$ cat src/rtl/branch_resolve_pipe_pkg.sv
// Shared definitions for the pipelined branch resolver.
//   BR_OP_W : width of the branch-condition opcode.
//   br_op_e : branch-condition encodings, EQ through LTU.
package branch_resolve_pipe_pkg;

    localparam int BR_OP_W = 3;

    typedef enum logic [BR_OP_W-1:0] {
        BR_EQ  = 3'd0,  // rs == rt
        BR_NE  = 3'd1,  // rs != rt
        BR_LTZ = 3'd2,  // rs <  0 (signed)
        BR_LEZ = 3'd3,  // rs <= 0 (signed)
        BR_GTZ = 3'd4,  // rs >  0 (signed)
        BR_GEZ = 3'd5,  // rs >= 0 (signed)
        BR_LT  = 3'd6,  // rs <  rt (signed)
        BR_LTU = 3'd7   // rs <  rt (unsigned)
    } br_op_e;

endpackage

$ cat src/rtl/branch_resolve_pipe_cond.sv
// branch_cond_eval: purely combinational branch-condition evaluator.
// Ports:
//   op    : condition select (br_op_e encoding)
//   rs    : first operand
//   rt    : second operand, only used by EQ/NE/LT/LTU
//   taken : resolved outcome
module branch_cond_eval
    import branch_resolve_pipe_pkg::*;
#(
    parameter int WIDTH = 32
) (
    input  logic [BR_OP_W-1:0] op,
    input  logic [WIDTH-1:0]   rs,
    input  logic [WIDTH-1:0]   rt,
    output logic               taken
);

    logic eq;
    logic rs_neg;
    logic rs_zero;
    logic lt_s;
    logic lt_u;

    assign eq      = (rs == rt);
    assign rs_neg  = rs[WIDTH-1];
    assign rs_zero = (rs == '0);
    assign lt_s    = ($signed(rs) < $signed(rt));
    assign lt_u    = (rs < rt);

    always_comb begin
        taken = 1'b0;
        case (br_op_e'(op))
            BR_EQ:  taken = eq;
            BR_NE:  taken = !eq;
            BR_LTZ: taken = rs_neg;
            BR_LEZ: taken = rs_neg || rs_zero;
            BR_GTZ: taken = !rs_neg && !rs_zero;
            BR_GEZ: taken = !rs_neg;
            BR_LT:  taken = lt_s;
            BR_LTU: taken = lt_u;
            default: taken = 1'b0;
        endcase
    end

endmodule

$ cat src/rtl/branch_resolve_pipe.sv
// branch_resolve_pipe: two-stage branch resolver with mispredict detection.
// S1 registers the request, the condition is evaluated from S1, and S2 holds
// the result until the consumer takes it.
// Ports:
//   clk, reset             : clock, asynchronous active-high reset
//   flush                  : drop everything in flight on the next edge
//   in_valid/in_ready      : request handshake (in_op, in_rs, in_rt, in_pred, in_tag)
//   out_valid/out_ready    : result handshake (out_taken, out_mispredict, out_tag)
//   cnt_clr                : synchronous clear of both statistics counters
//   br_cnt, mis_cnt        : saturating counts of delivered branches / mispredicts
// Handshake: a transfer happens on a rising edge where valid && ready. A stage
// that holds data keeps it unchanged until its downstream transfer completes;
// in_ready is a function of pipeline state and out_ready only, never in_valid.
module branch_resolve_pipe
    import branch_resolve_pipe_pkg::*;
#(
    parameter int WIDTH = 32,
    parameter int TAGW  = 8,
    parameter int CNTW  = 16
) (
    input  logic               clk,
    input  logic               reset,
    input  logic               flush,
    input  logic               in_valid,
    output logic               in_ready,
    input  logic [BR_OP_W-1:0] in_op,
    input  logic [WIDTH-1:0]   in_rs,
    input  logic [WIDTH-1:0]   in_rt,
    input  logic               in_pred,
    input  logic [TAGW-1:0]    in_tag,
    output logic               out_valid,
    input  logic               out_ready,
    output logic               out_taken,
    output logic               out_mispredict,
    output logic [TAGW-1:0]    out_tag,
    input  logic               cnt_clr,
    output logic [CNTW-1:0]    br_cnt,
    output logic [CNTW-1:0]    mis_cnt
);

    localparam logic [CNTW-1:0] CNT_MAX = '1;
    localparam logic [CNTW-1:0] CNT_ONE = {{(CNTW-1){1'b0}}, 1'b1};

    // Stage 1: registered request
    logic               s1_valid_q, s1_valid_d;
    logic [BR_OP_W-1:0] s1_op_q,    s1_op_d;
    logic [WIDTH-1:0]   s1_rs_q,    s1_rs_d;
    logic [WIDTH-1:0]   s1_rt_q,    s1_rt_d;
    logic               s1_pred_q,  s1_pred_d;
    logic [TAGW-1:0]    s1_tag_q,   s1_tag_d;

    // Stage 2: registered result
    logic               s2_valid_q, s2_valid_d;
    logic               s2_taken_q, s2_taken_d;
    logic               s2_mis_q,   s2_mis_d;
    logic [TAGW-1:0]    s2_tag_q,   s2_tag_d;

    logic [CNTW-1:0]    br_cnt_q,   br_cnt_d;
    logic [CNTW-1:0]    mis_cnt_q,  mis_cnt_d;

    logic s1_taken;
    logic s2_adv;
    logic out_fire;

    branch_cond_eval #(.WIDTH(WIDTH)) u_cond (
        .op    (s1_op_q),
        .rs    (s1_rs_q),
        .rt    (s1_rt_q),
        .taken (s1_taken)
    );

    assign s2_adv   = s1_valid_q && (!s2_valid_q || out_ready);
    assign in_ready = !s1_valid_q || s2_adv;
    assign out_fire = s2_valid_q && out_ready;

    always_comb begin
        s1_valid_d = s1_valid_q;
        s1_op_d    = s1_op_q;
        s1_rs_d    = s1_rs_q;
        s1_rt_d    = s1_rt_q;
        s1_pred_d  = s1_pred_q;
        s1_tag_d   = s1_tag_q;
        s2_valid_d = s2_valid_q;
        s2_taken_d = s2_taken_q;
        s2_mis_d   = s2_mis_q;
        s2_tag_d   = s2_tag_q;
        br_cnt_d   = br_cnt_q;
        mis_cnt_d  = mis_cnt_q;

        // S1 either refills from the input or drains empty whenever it can move.
        if (in_ready) begin
            s1_valid_d = in_valid;
            if (in_valid) begin
                s1_op_d   = in_op;
                s1_rs_d   = in_rs;
                s1_rt_d   = in_rt;
                s1_pred_d = in_pred;
                s1_tag_d  = in_tag;
            end
        end

        if (s2_adv) begin
            s2_valid_d = 1'b1;
            s2_taken_d = s1_taken;
            s2_mis_d   = s1_taken ^ s1_pred_q;
            s2_tag_d   = s1_tag_q;
        end else if (out_fire) begin
            s2_valid_d = 1'b0;
        end

        // Flush only kills valids; a result leaving in the flush cycle still counts.
        if (flush) begin
            s1_valid_d = 1'b0;
            s2_valid_d = 1'b0;
        end

        if (out_fire) begin
            if (br_cnt_q != CNT_MAX) begin
                br_cnt_d = br_cnt_q + CNT_ONE;
            end
            if (s2_mis_q && (mis_cnt_q != CNT_MAX)) begin
                mis_cnt_d = mis_cnt_q + CNT_ONE;
            end
        end

        if (cnt_clr) begin
            br_cnt_d  = '0;
            mis_cnt_d = '0;
        end
    end

    always_ff @(posedge clk or posedge reset) begin
        if (reset) begin
            s1_valid_q <= 1'b0;
            s1_op_q    <= '0;
            s1_rs_q    <= '0;
            s1_rt_q    <= '0;
            s1_pred_q  <= 1'b0;
            s1_tag_q   <= '0;
            s2_valid_q <= 1'b0;
            s2_taken_q <= 1'b0;
            s2_mis_q   <= 1'b0;
            s2_tag_q   <= '0;
            br_cnt_q   <= '0;
            mis_cnt_q  <= '0;
        end else begin
            s1_valid_q <= s1_valid_d;
            s1_op_q    <= s1_op_d;
            s1_rs_q    <= s1_rs_d;
            s1_rt_q    <= s1_rt_d;
            s1_pred_q  <= s1_pred_d;
            s1_tag_q   <= s1_tag_d;
            s2_valid_q <= s2_valid_d;
            s2_taken_q <= s2_taken_d;
            s2_mis_q   <= s2_mis_d;
            s2_tag_q   <= s2_tag_d;
            br_cnt_q   <= br_cnt_d;
            mis_cnt_q  <= mis_cnt_d;
        end
    end

    assign out_valid      = s2_valid_q;
    assign out_taken      = s2_taken_q;
    assign out_mispredict = s2_mis_q;
    assign out_tag        = s2_tag_q;
    assign br_cnt         = br_cnt_q;
    assign mis_cnt        = mis_cnt_q;

endmodule

$ cat config.mk
export PLATFORM = sky130hd
export DESIGN_NAME = branch_resolve_pipe
export DESIGN_NICKNAME = d
export VERILOG_FILES = /design/src/rtl/branch_resolve_pipe_pkg.sv /design/src/rtl/branch_resolve_pipe_cond.sv /design/src/rtl/branch_resolve_pipe.sv
export SDC_FILE = /design/constraint.sdc
export NUM_CORES = 1
export LEC_CHECK = 0
export ABC_CLOCK_PERIOD_IN_PS = 4900
export CORE_MARGIN = 1
export CORE_UTILIZATION = 51
export DETAILED_ROUTE_END_ITERATION = 16
export GPL_ROUTABILITY_DRIVEN = 0
export GPL_TIMING_DRIVEN = 0
export PLACE_DENSITY = 0.9
export SLEW_MARGIN = 10
export SYNTH_ARGS = -nofsm -noshare
export SYNTH_HDL_FRONTEND = slang
export SYNTH_SLANG_ARGS = --single-unit
$ cat constraint.sdc
create_clock -name clk -period 4.9 [get_ports clk]
set_input_delay 0.735 -clock clk [delete_from_list [all_inputs] [get_ports clk]]
set_output_delay 0.735 -clock clk [all_outputs]
set_load 0.01 [all_outputs]
==> results_dict.tcl, run 1 <==
set metrics [dict create \
    clkSinkCount 120 \
    cts_tree "yes" \
    power_density_nw_per_um2 366 \
    switching_share_pct 23.6 \
    drt_iter0_markers 252 \
    cp.arrival_ns 2.05 \
    vias 4347 \
    maxSlewHeadroom_pct 56.3 \
    power_frac_comb_pct 14.6 \
    synthFlopType "dfrtp_1" \
    pin_count 126 \
    crit_type "primary input to output port" \
    hold_buffers 0 \
    final_cell_mix "clkdlybuf4s50_1, dfrtp_1, mux2_2" \
    p_sw_uw 688 \
    postCtsSetupRepairBufs 0 \
    outcome "completed" \
    hold_viol_final 0 \
    diodes 0 \
    fmax_ghz 0.359 \
    start_kind "primary input" \
    yosysSeqAreaShare_pct 51.2 \
    postCtsResizedCells 0 \
    fin_nets 760 \
    drv_cap 0 \
    worst-path-max-fanout 4 \
    place_hpwl_um 9780 \
    root_buffer "clkbuf_16" \
    rsz0062_at_grt "false" \
    clkTransAtPathRegs_ns 0.05 \
    tightest_slew_ns 0.655 \
    htree_levels 4 \
    ys_ff_latch 120 \
    setup_viol 0 \
    grt_max_degree 85 \
    drc 0 \
    core_um2 11000 \
    min_path_type "flip-flop to flip-flop" \
    port_buffers 124 \
    syn_inst 500 \
    die_area_um2 11900 \
    syn-cell-area_um2 5860 \
    worstSetupEndpointType "output port" \
    drive_above_1_share_pct 20.1 \
    intPower_mw 2.22 \
    clkPwrFrac_pct 46.1 \
    die_w_um 109 \
    vias_per_cell 5.45 \
    syn-num-nets 616 \
    clk_latency_ns 0.41 \
    whs_ns 0.498 \
    clock_path_buffers 2 \
    synth_edf_count 0 \
    synth_cell_types 47 \
    grt.busiest_layer "met2" \
    rows 38 \
    ys_warn_count 0 \
    drt_pass1_iterations 5 \
    syn_area_per_cell_um2 11.7 \
    preCtsSetupSlack_ns 2.10 \
    fin_worst_skew_ns 0.00599 \
    worst_slack_ns 2.11 \
    drtAntennaViolNets 0 \
    power_frac_seq_pct 39.3 \
    wire_per_inst_um 16.8 \
    async_flop_share_pct 100 \
    grt_pass1_wl_um 21500 \
    grt_antenna_before_repair 0 \
    final_common_cell "clkdlybuf4s50_1" \
    grt_use_total_pct 24.0 \
    die_h_um 109 \
    worst_ep_required_time_ns 4.16 \
    route.final.wire_length_um 13400 \
    numCtsBuffers 17 \
    grt.overflow.total 0 \
    slew_viol_final 0 \
    start_util_pct 53.2 \
    p_leak_nw 3.50 \
    final.period_utilization_pct 56.9 \
    use_met2_pct 40.3 \
    period_needed_ns 2.79 \
    use_met1_pct 28.1 \
    first_global_vias 4577 \
    area_growth_pct 35.8 \
    met3_usage_pct 7.71 \
    ir_drop_mv 0.362 \
]
## cell usage after synthesis, drive strengths merged, types with 2 or more instances
library cell	number	share of area [%]
clkbuf	8	0.51
nand3	14	1.2
a21oi	23	2.1
xnor2	4	0.60
and4	3	0.45
nor2	41	2.6
nor3	4	0.43
and2	2	0.21
mux2	84	16
o2111ai	2	0.41
buf	5	0.43
inv	39	2.5
dfrtp	120	51
nor4	10	1.4
nand4	19	2.5
xor2	20	3.0
nor2b	3	0.32
or3	7	0.75
mux2i	2	0.34
a211oi	2	0.26
a21o	4	0.51
o21ai	9	0.77
nand2	22	1.4
ha	34	7.3
and3	5	0.53
## state kept, by name, summed over array words and instances, names as in the netlist
signal / flops
s1_valid_q: 1
out_tag: 8
s1_rs_q: 32
out_valid: 1
br_cnt: 16
s1_rt_q: 32
mis_cnt: 16
out_mispredict: 1
out_taken: 1
s1_op_q: 3
s1_pred_q: 1
s1_tag_q: 8
## final cells by class
cell class                 instances  area (um2)
multi-input combinational        328        2660
clock buffer                      22         484
tap                              140         175
sequential                       120        3000
fill                             768        3070
inverter                          39         151
buffer                            13        55.1
timing repair buffer             125        1270
clock inverter                    10         166
## worst paths after layout
| path | cells after the start | slack, ns | start | to |
|---|---|---|---|---|
| max | 4 | 2.11 | out_ready | in_ready |
| min in group asynchronous | 2 | 0.69 | reset | s1_rt_q[27] |
| max reg2reg | 8 | 2.42 | s1_rs_q[31] | out_mispredict |
| max in group asynchronous | 3 | 3.49 | reset | s1_rt_q[9] |
| min | 1 | 0.50 | out_taken | out_taken |
| min reg2reg | 1 | 0.50 | out_taken | out_taken |
## stage by stage
stage / power (mW) / TNS, ns / area, um2 / std cells / utilization, %
after floorplan: 1.39 / 0 / 5860 / 500 / -
after global placement: 1.55 / -64.59 / 7280 / 764 / 66.0
after detailed placement: 1.58 / 0 / 7310 / 765 / 66.3
after CTS: 2.94 / 0 / 7960 / 797 / 72.2
after global routing: 3.04 / 0 / 7960 / 797 / 72.2
final: 2.91 / 0 / 7960 / 797 / 72.2
## worst max-delay path: stages
cell and delay, ns:
clkdlybuf4s50_1 0.44, nor2b_1 0.24, nand2_1 0.13, clkdlybuf4s50_1 0.50
## logic make-up after synthesis
| family | share of synthesized area, % |
|---|---|
| simple gates | 12.2 |
| compound gates | 5.87 |
| fa+ha+maj | 7.25 |
| mux | 16.5 |
| buf+inv | 3.43 |
| flops | 51.2 |
| xor+xnor | 3.58 |
## power by group through the flow
stage | logic, mW | clock network [mW] | registers, mW
detailed placement | 0.422 | 0 | 1.16
global route | 0.470 | 1.42 | 1.15
finish | 0.426 | 1.34 | 1.14
CTS | 0.430 | 1.36 | 1.14
floorplan | 0.243 | 0 | 1.15
global placement | 0.398 | 0 | 1.15
## per-layer routing
layer  up-vias  part of all wire, %
li1       2058                    -
met1      2141                   42
met2       122                   51
met3        26                  5.2
met4         0                  2.2
met5         -                    0
(Power assumes the default switching activity.)
==> run 2: changes to the inputs <==
--- a/config.mk
+++ b/config.mk
@@ -5,13 +5,13 @@
 export SDC_FILE = /design/constraint.sdc
 export NUM_CORES = 1
 export LEC_CHECK = 0
-export ABC_CLOCK_PERIOD_IN_PS = 4900
+export ABC_CLOCK_PERIOD_IN_PS = 2300
 export CORE_MARGIN = 1
-export CORE_UTILIZATION = 51
+export CORE_UTILIZATION = 46
 export DETAILED_ROUTE_END_ITERATION = 16
 export GPL_ROUTABILITY_DRIVEN = 0
 export GPL_TIMING_DRIVEN = 0
-export PLACE_DENSITY = 0.9
+export PLACE_DENSITY = 0.86
 export SLEW_MARGIN = 10
 export SYNTH_ARGS = -nofsm -noshare
 export SYNTH_HDL_FRONTEND = slang
==> constraint.sdc (replaced) <==
create_clock -name clk -period 2.3 [get_ports clk]
set_input_delay 0.345 -clock clk [delete_from_list [all_inputs] [get_ports clk]]
set_output_delay 0.345 -clock clk [all_outputs]
set_load 0.01 [all_outputs]
==> run 2 against run 1 <==
Compared with the run above:
- first-iteration DRC count is 4.4% lower
- critical endpoint is now out_mispredict
- hold slack worse by 0.26 ns
- routed wire length is 8.3% higher
==> results_dict.tcl, run 2 (synthesis gave the netlist of run 1 again) <==
set metrics [dict create \
    outcome "completed" \
    diodes 0 \
    p_leak_nw 3.55 \
    first_global_vias 4770 \
    numCtsBuffers 17 \
    reg2reg_depth 9 \
    place_hpwl_um 10400 \
    preCtsSetupSlack_ns -0.165 \
    r2r-start "s1_rs_q[19]" \
    slew_viol_final 0 \
    drv_cap 0 \
    ir_drop_mv 0.510 \
    wire_per_inst_um 17.3 \
    grt_max_degree 41 \
    die_area_um2 13200 \
    worst_slack_ns 0.00318 \
    port_buffers 124 \
    maxSlewHeadroom_pct 55.7 \
    rows 40 \
    worst_ep_required_time_ns 2.60 \
    area_growth_pct 41.0 \
    grt.overflow.total 0 \
    postLayoutCoreUtil_pct 67.7 \
    cts_tree "yes" \
    worst-path-max-fanout 3 \
    start_kind "flip-flop" \
    use_met2_pct 41.2 \
    clock_path_buffers 2 \
    drt_pass1_iterations 4 \
    crit_start "s1_rs_q[19]" \
    vias_per_cell 5.35 \
    use_met1_pct 26.7 \
    grt_use_total_pct 23.0 \
    final_cell_mix "clkdlybuf4s50_1, dfrtp_1, mux2_2" \
    drc 0 \
    tightest_slew_ns 0.664 \
    hold_viol_final 0 \
    fill_cells 914 \
    final_common_cell "clkdlybuf4s50_1" \
    htree_levels 4 \
    rsz0062_at_grt "true" \
    min_path_type "primary input to asynchronous set/reset pin" \
    r2r_setup_slack_ns 0.003 \
    root_buffer "clkbuf_16" \
    start_util_pct 48.0 \
    hold_buffers 0 \
    route.final.wire_length_um 14500 \
    pin_count 126 \
    period_needed_ns 2.30 \
    power_density_nw_per_um2 760 \
    critPathCapture "out_mispredict" \
    top_regs "s1_rs_q x32, s1_rt_q x32" \
    core_um2 12200 \
    final.period_utilization_pct 99.9 \
    cp.arrival_ns 2.59 \
    fin_worst_skew_ns 0.00618 \
    drtAntennaViolNets 0 \
    fmax_ghz 0.435 \
    drt_iter0_markers 241 \
    setup_viol 0 \
    die_h_um 115 \
    die_w_um 115 \
    vias 4477 \
    met3_usage_pct 5.69 \
    r2r_end "out_mispredict" \
    grt.busiest_layer "met2" \
    grt_antenna_before_repair 0 \
    fin_nets 772 \
    clk_latency_ns 0.42 \
    worstSetupEndpointType "flip-flop" \
    grt_pass1_wl_um 23100 \
    crit_type "flip-flop to flip-flop" \
    clkSinkCount 120 \
    drive_above_1_share_pct 24.8 \
    clkTransAtPathRegs_ns 0.05 \
]
-- run 2: how the worst min path moves through the flow --
stage	start	end	cells past startpoint
4_1_cts	reset	s1_rt_q[24]	2
5_1_grt	reset	s1_rt_q[24]	2
6_report	reset	s1_rt_q[24]	2
3_3_place_gp	out_taken	out_taken	1
2_1_floorplan	flush	out_valid	1
3_5_place_dp	out_taken	out_taken	1
-- run 2: area by class of cell --
type	instances	area, um2	area share [%]
flip-flops and latches	120	3010	36.3
multi-input cells	328	2850	34.4
repair buffers	137	1380	16.6
clock buffers	17	425	5.14
well taps	168	210	2.54
clock inverters	15	201	2.44
inverters	39	150	1.82
plain buffers	13	55.1	0.666
-- run 2: metal layers --
layer / share of wire, % / up-vias
met1: 40 / 2258
met4: 1.3 / 0
met2: 54 / 111
met3: 4.5 / 17
met5: 0 / -
li1: - / 2091
-- run 2: where the power goes --
group / internal (mW) / leakage (nW) / switching (mW) / total (mW)
combinational: 0.585 / 1.78 / 0.442 / 1.03
clock: 1.81 / 0.300 / 0.996 / 2.81
sequential: 2.30 / 1.48 / 0.147 / 2.45
total: 4.70 / 3.55 / 1.59 / 6.29
-- run 2: repair_timing --
item | in CTS | in global routing
buffers inserted | 4 | 6
pin swaps | 6 | 15
setup endpoints to repair | 2 | 2
resized for setup | 5 | 18
hold endpoints to repair | 0 | 0
-- run 2: critical path, stage by stage, from the launching register on --
cell and delay, ns:
dfrtp_1 0.41, ha_4 0.29, nand4_1 0.17, nor4_4 0.38, buf_4 0.18, nand4_1 0.13, o311ai_2 0.11, a21oi_2 0.11
buf_4 0.15, a311o_1 0.25
-- run 2: through the flow --
step | hold WS, ns | total power [mW] | instances | TNS, ns | area (um2)
floorplan | 0.411 | 2.97 | 500 | 0 | 5870
global placement | 0.464 | 3.31 | 792 | -69.93 | 7320
detailed placement | 0.482 | 3.38 | 795 | -6.58 | 7380
CTS | 0.235 | 6.24 | 831 | 0 | 8090
global route | 0.260 | 6.54 | 837 | -0.180 | 8270
finish | 0.242 | 6.29 | 837 | 0 | 8270
==> run 3: changes to the inputs <==
--- a/config.mk
+++ b/config.mk
@@ -7,11 +7,11 @@
 export LEC_CHECK = 0
 export ABC_CLOCK_PERIOD_IN_PS = 2300
 export CORE_MARGIN = 1
-export CORE_UTILIZATION = 46
+export CORE_UTILIZATION = 35
 export DETAILED_ROUTE_END_ITERATION = 16
 export GPL_ROUTABILITY_DRIVEN = 0
 export GPL_TIMING_DRIVEN = 0
-export PLACE_DENSITY = 0.86
+export PLACE_DENSITY = 0.71
 export SLEW_MARGIN = 10
 export SYNTH_ARGS = -nofsm -noshare
 export SYNTH_HDL_FRONTEND = slang
==> run 3 against run 2 <==
Compared with the run above:
- register-to-register slack about the same
- hold slack improved by 0.014 ns
- power increased by 0.62%
- global-route usage decreased by 6.3 points
- flip-flop and latch count unchanged
- utilization decreased by 16 points
- critical path type unchanged
- combinational power about the same
- first-iteration DRC count decreased by 10%
==> results_dict.tcl, run 3 (synthesis gave the netlist of run 1 again) <==
set metrics [dict create \
    final.period_utilization_pct 99.9 \
    worst-path-max-fanout 4 \
    power_frac_seq_pct 38.6 \
    whs_ns 0.257 \
    fin_nets 776 \
    cp.arrival_ns 2.58 \
    setup_tns_ns 0 \
    rows 46 \
    wire_per_inst_um 15.5 \
    first_global_vias 4481 \
    cpMostUsedCell "buf_4" \
    cts_tree "yes" \
    cp_cell_sequence "ha_4 > nand4_4 > nor4_4 > buf_4 > nand4_1 > o311ai_1 > a21oi_2 > buf_4 > a311o_1" \
    core_um2 16100 \
    fin_worst_skew_ns 0.00733 \
    reg2reg_depth 9 \
    grt_use_total_pct 16.7 \
    start_util_pct 36.4 \
    clkSinkCount 120 \
    power_density_nw_per_um2 759 \
    cp_top_family "simple AND/OR/NAND/NOR gates" \
    crit_buf_inv 2 \
    drc 0 \
    setup_viol 0 \
    crit_start "s1_rs_q[31]" \
    grt.overflow.total 0 \
    ir_drop_mv 0.495 \
    vias_per_cell 4.90 \
    htree_levels 4 \
    start_kind "flip-flop" \
    outcome "completed" \
    drt_pass1_iterations 5 \
    final_common_cell "clkdlybuf4s50_1" \
    hold_buffers 0 \
    clock_path_buffers 2 \
    die_h_um 131 \
    clkPwrFrac_pct 45.3 \
    crit_type "flip-flop to flip-flop" \
    crit_path_top_delay_cell "dfrtp_2" \
    grt_max_degree 40 \
    place_hpwl_um 10100 \
    numCtsBuffers 17 \
    drive_above_1_share_pct 23.9 \
    period_needed_ns 2.30 \
    port_buffers 124 \
    slew_viol_final 0 \
    worstSetupEndpointType "flip-flop" \
    min_path_type "primary input to asynchronous set/reset pin" \
    maxSlewHeadroom_pct 53.7 \
    vias 4360 \
    diodes 0 \
    rsz0062_at_grt "true" \
    clk_latency_ns 0.41 \
    pin_count 126 \
    r2r-start "s1_rs_q[31]" \
    clkTransAtPathRegs_ns 0.05 \
    intPower_mw 4.85 \
    drtAntennaViolNets 0 \
    die_w_um 131 \
    critPathCapture "out_mispredict" \
    tightest_slew_ns 0.694 \
    r2r_end "out_mispredict" \
    route.final.wire_length_um 13800 \
    r2r_setup_slack_ns 0.003 \
    die_area_um2 17300 \
    grt_antenna_before_repair 0 \
    final_cell_mix "clkdlybuf4s50_1, dfrtp_1, mux2_2" \
    cpPeakStageDelay_ns 0.43 \
    hold_viol_final 0 \
    fmax_ghz 0.435 \
    p_leak_nw 3.59 \
    switching_share_pct 23.4 \
    worst_ep_required_time_ns 2.59 \
    cp.depth 9 \
    area_growth_pct 42.1 \
    drt_iter0_markers 217 \
    top_regs "s1_rs_q x32, s1_rt_q x32" \
    p_sw_mw 1.48 \
    drv_cap 0 \
    power_frac_comb_pct 16.1 \
    grt_pass1_wl_um 22600 \
    root_buffer "clkbuf_16" \
]
[run 3: changes by cell type in the layout (fill, tap and decap cells not counted), moves of 2 or more]
cell	previous run	this run
ha_4	11	9
clkbuf_8	0	5
buf_4	10	14
clkinvlp_4	4	2
clkbuf_1	8	11
ha_1	23	25
clkinv_4	3	0
inv_6	2	0
[run 3: repair_timing]
item	CTS	global route
gates cloned	0	0
pin swaps	10	7
setup endpoints to repair	2	2
gates resized for setup	11	6
setup buffers	7	7
[run 3: area by class of cell]
cell class / count / area (um2)
Buffer: 13 / 55.1
Clock buffer: 25 / 505
Clock inverter: 7 / 138
Fill cell: 1378 / 7780
Inverter: 39 / 150
Multi-Input combinational cell: 328 / 2800
Sequential cell: 120 / 3010
Tap cell: 216 / 270
Timing Repair Buffer: 141 / 1410
[run 3: power groups by stage]
stage / clock network (mW) / registers, mW / logic, mW
final: 2.86 / 2.44 / 1.02
after global routing: 3.03 / 2.47 / 1.13
after CTS: 2.92 / 2.44 / 0.976
after detailed placement: 0 / 2.47 / 0.904
after global placement: 0 / 2.46 / 0.860
after floorplan: 0 / 2.45 / 0.517
[run 3: worst min-delay path by stage]
stage / start / to / slack (ns) / cells past startpoint
global placement: out_taken / out_taken / 0.47 / 1
detailed placement: out_taken / out_taken / 0.47 / 1
floorplan: flush / out_valid / 0.41 / 1
CTS: reset / br_cnt[8] / 0.25 / 2
global route: reset / s1_rt_q[26] / 0.27 / 2
finish: reset / s1_rt_q[26] / 0.26 / 2
[run 3: per-layer routing]
| metal | track usage, % | wire length (um) | vias up | part of all wire [%] |
|---|---|---|---|---|
| met2 | 26.7 | 6720 | 120 | 49 |
| met5 | 0 | 0 | - | 0 |
| met1 | 20.9 | 6170 | 2137 | 45 |
| met3 | 5.79 | 730 | 15 | 5.3 |
| met4 | 5.62 | 198 | 0 | 1.4 |
| li1 | - | - | 2088 | - |
[run 3: through the flow]
stage                     total power, mW  worst slack [ns]  instances  instance area, um2  util, %
after global routing                 6.63            -0.122        889                8330     51.7
after detailed placement             3.38            -0.265        843                7440     46.2
after CTS                            6.34          -0.00359        882                8240     51.1
final                                6.33           0.00311        889                8330     51.7
after global placement               3.32            -0.606        840                7380     45.8
after floorplan                      2.97             0.176        500                5870        -
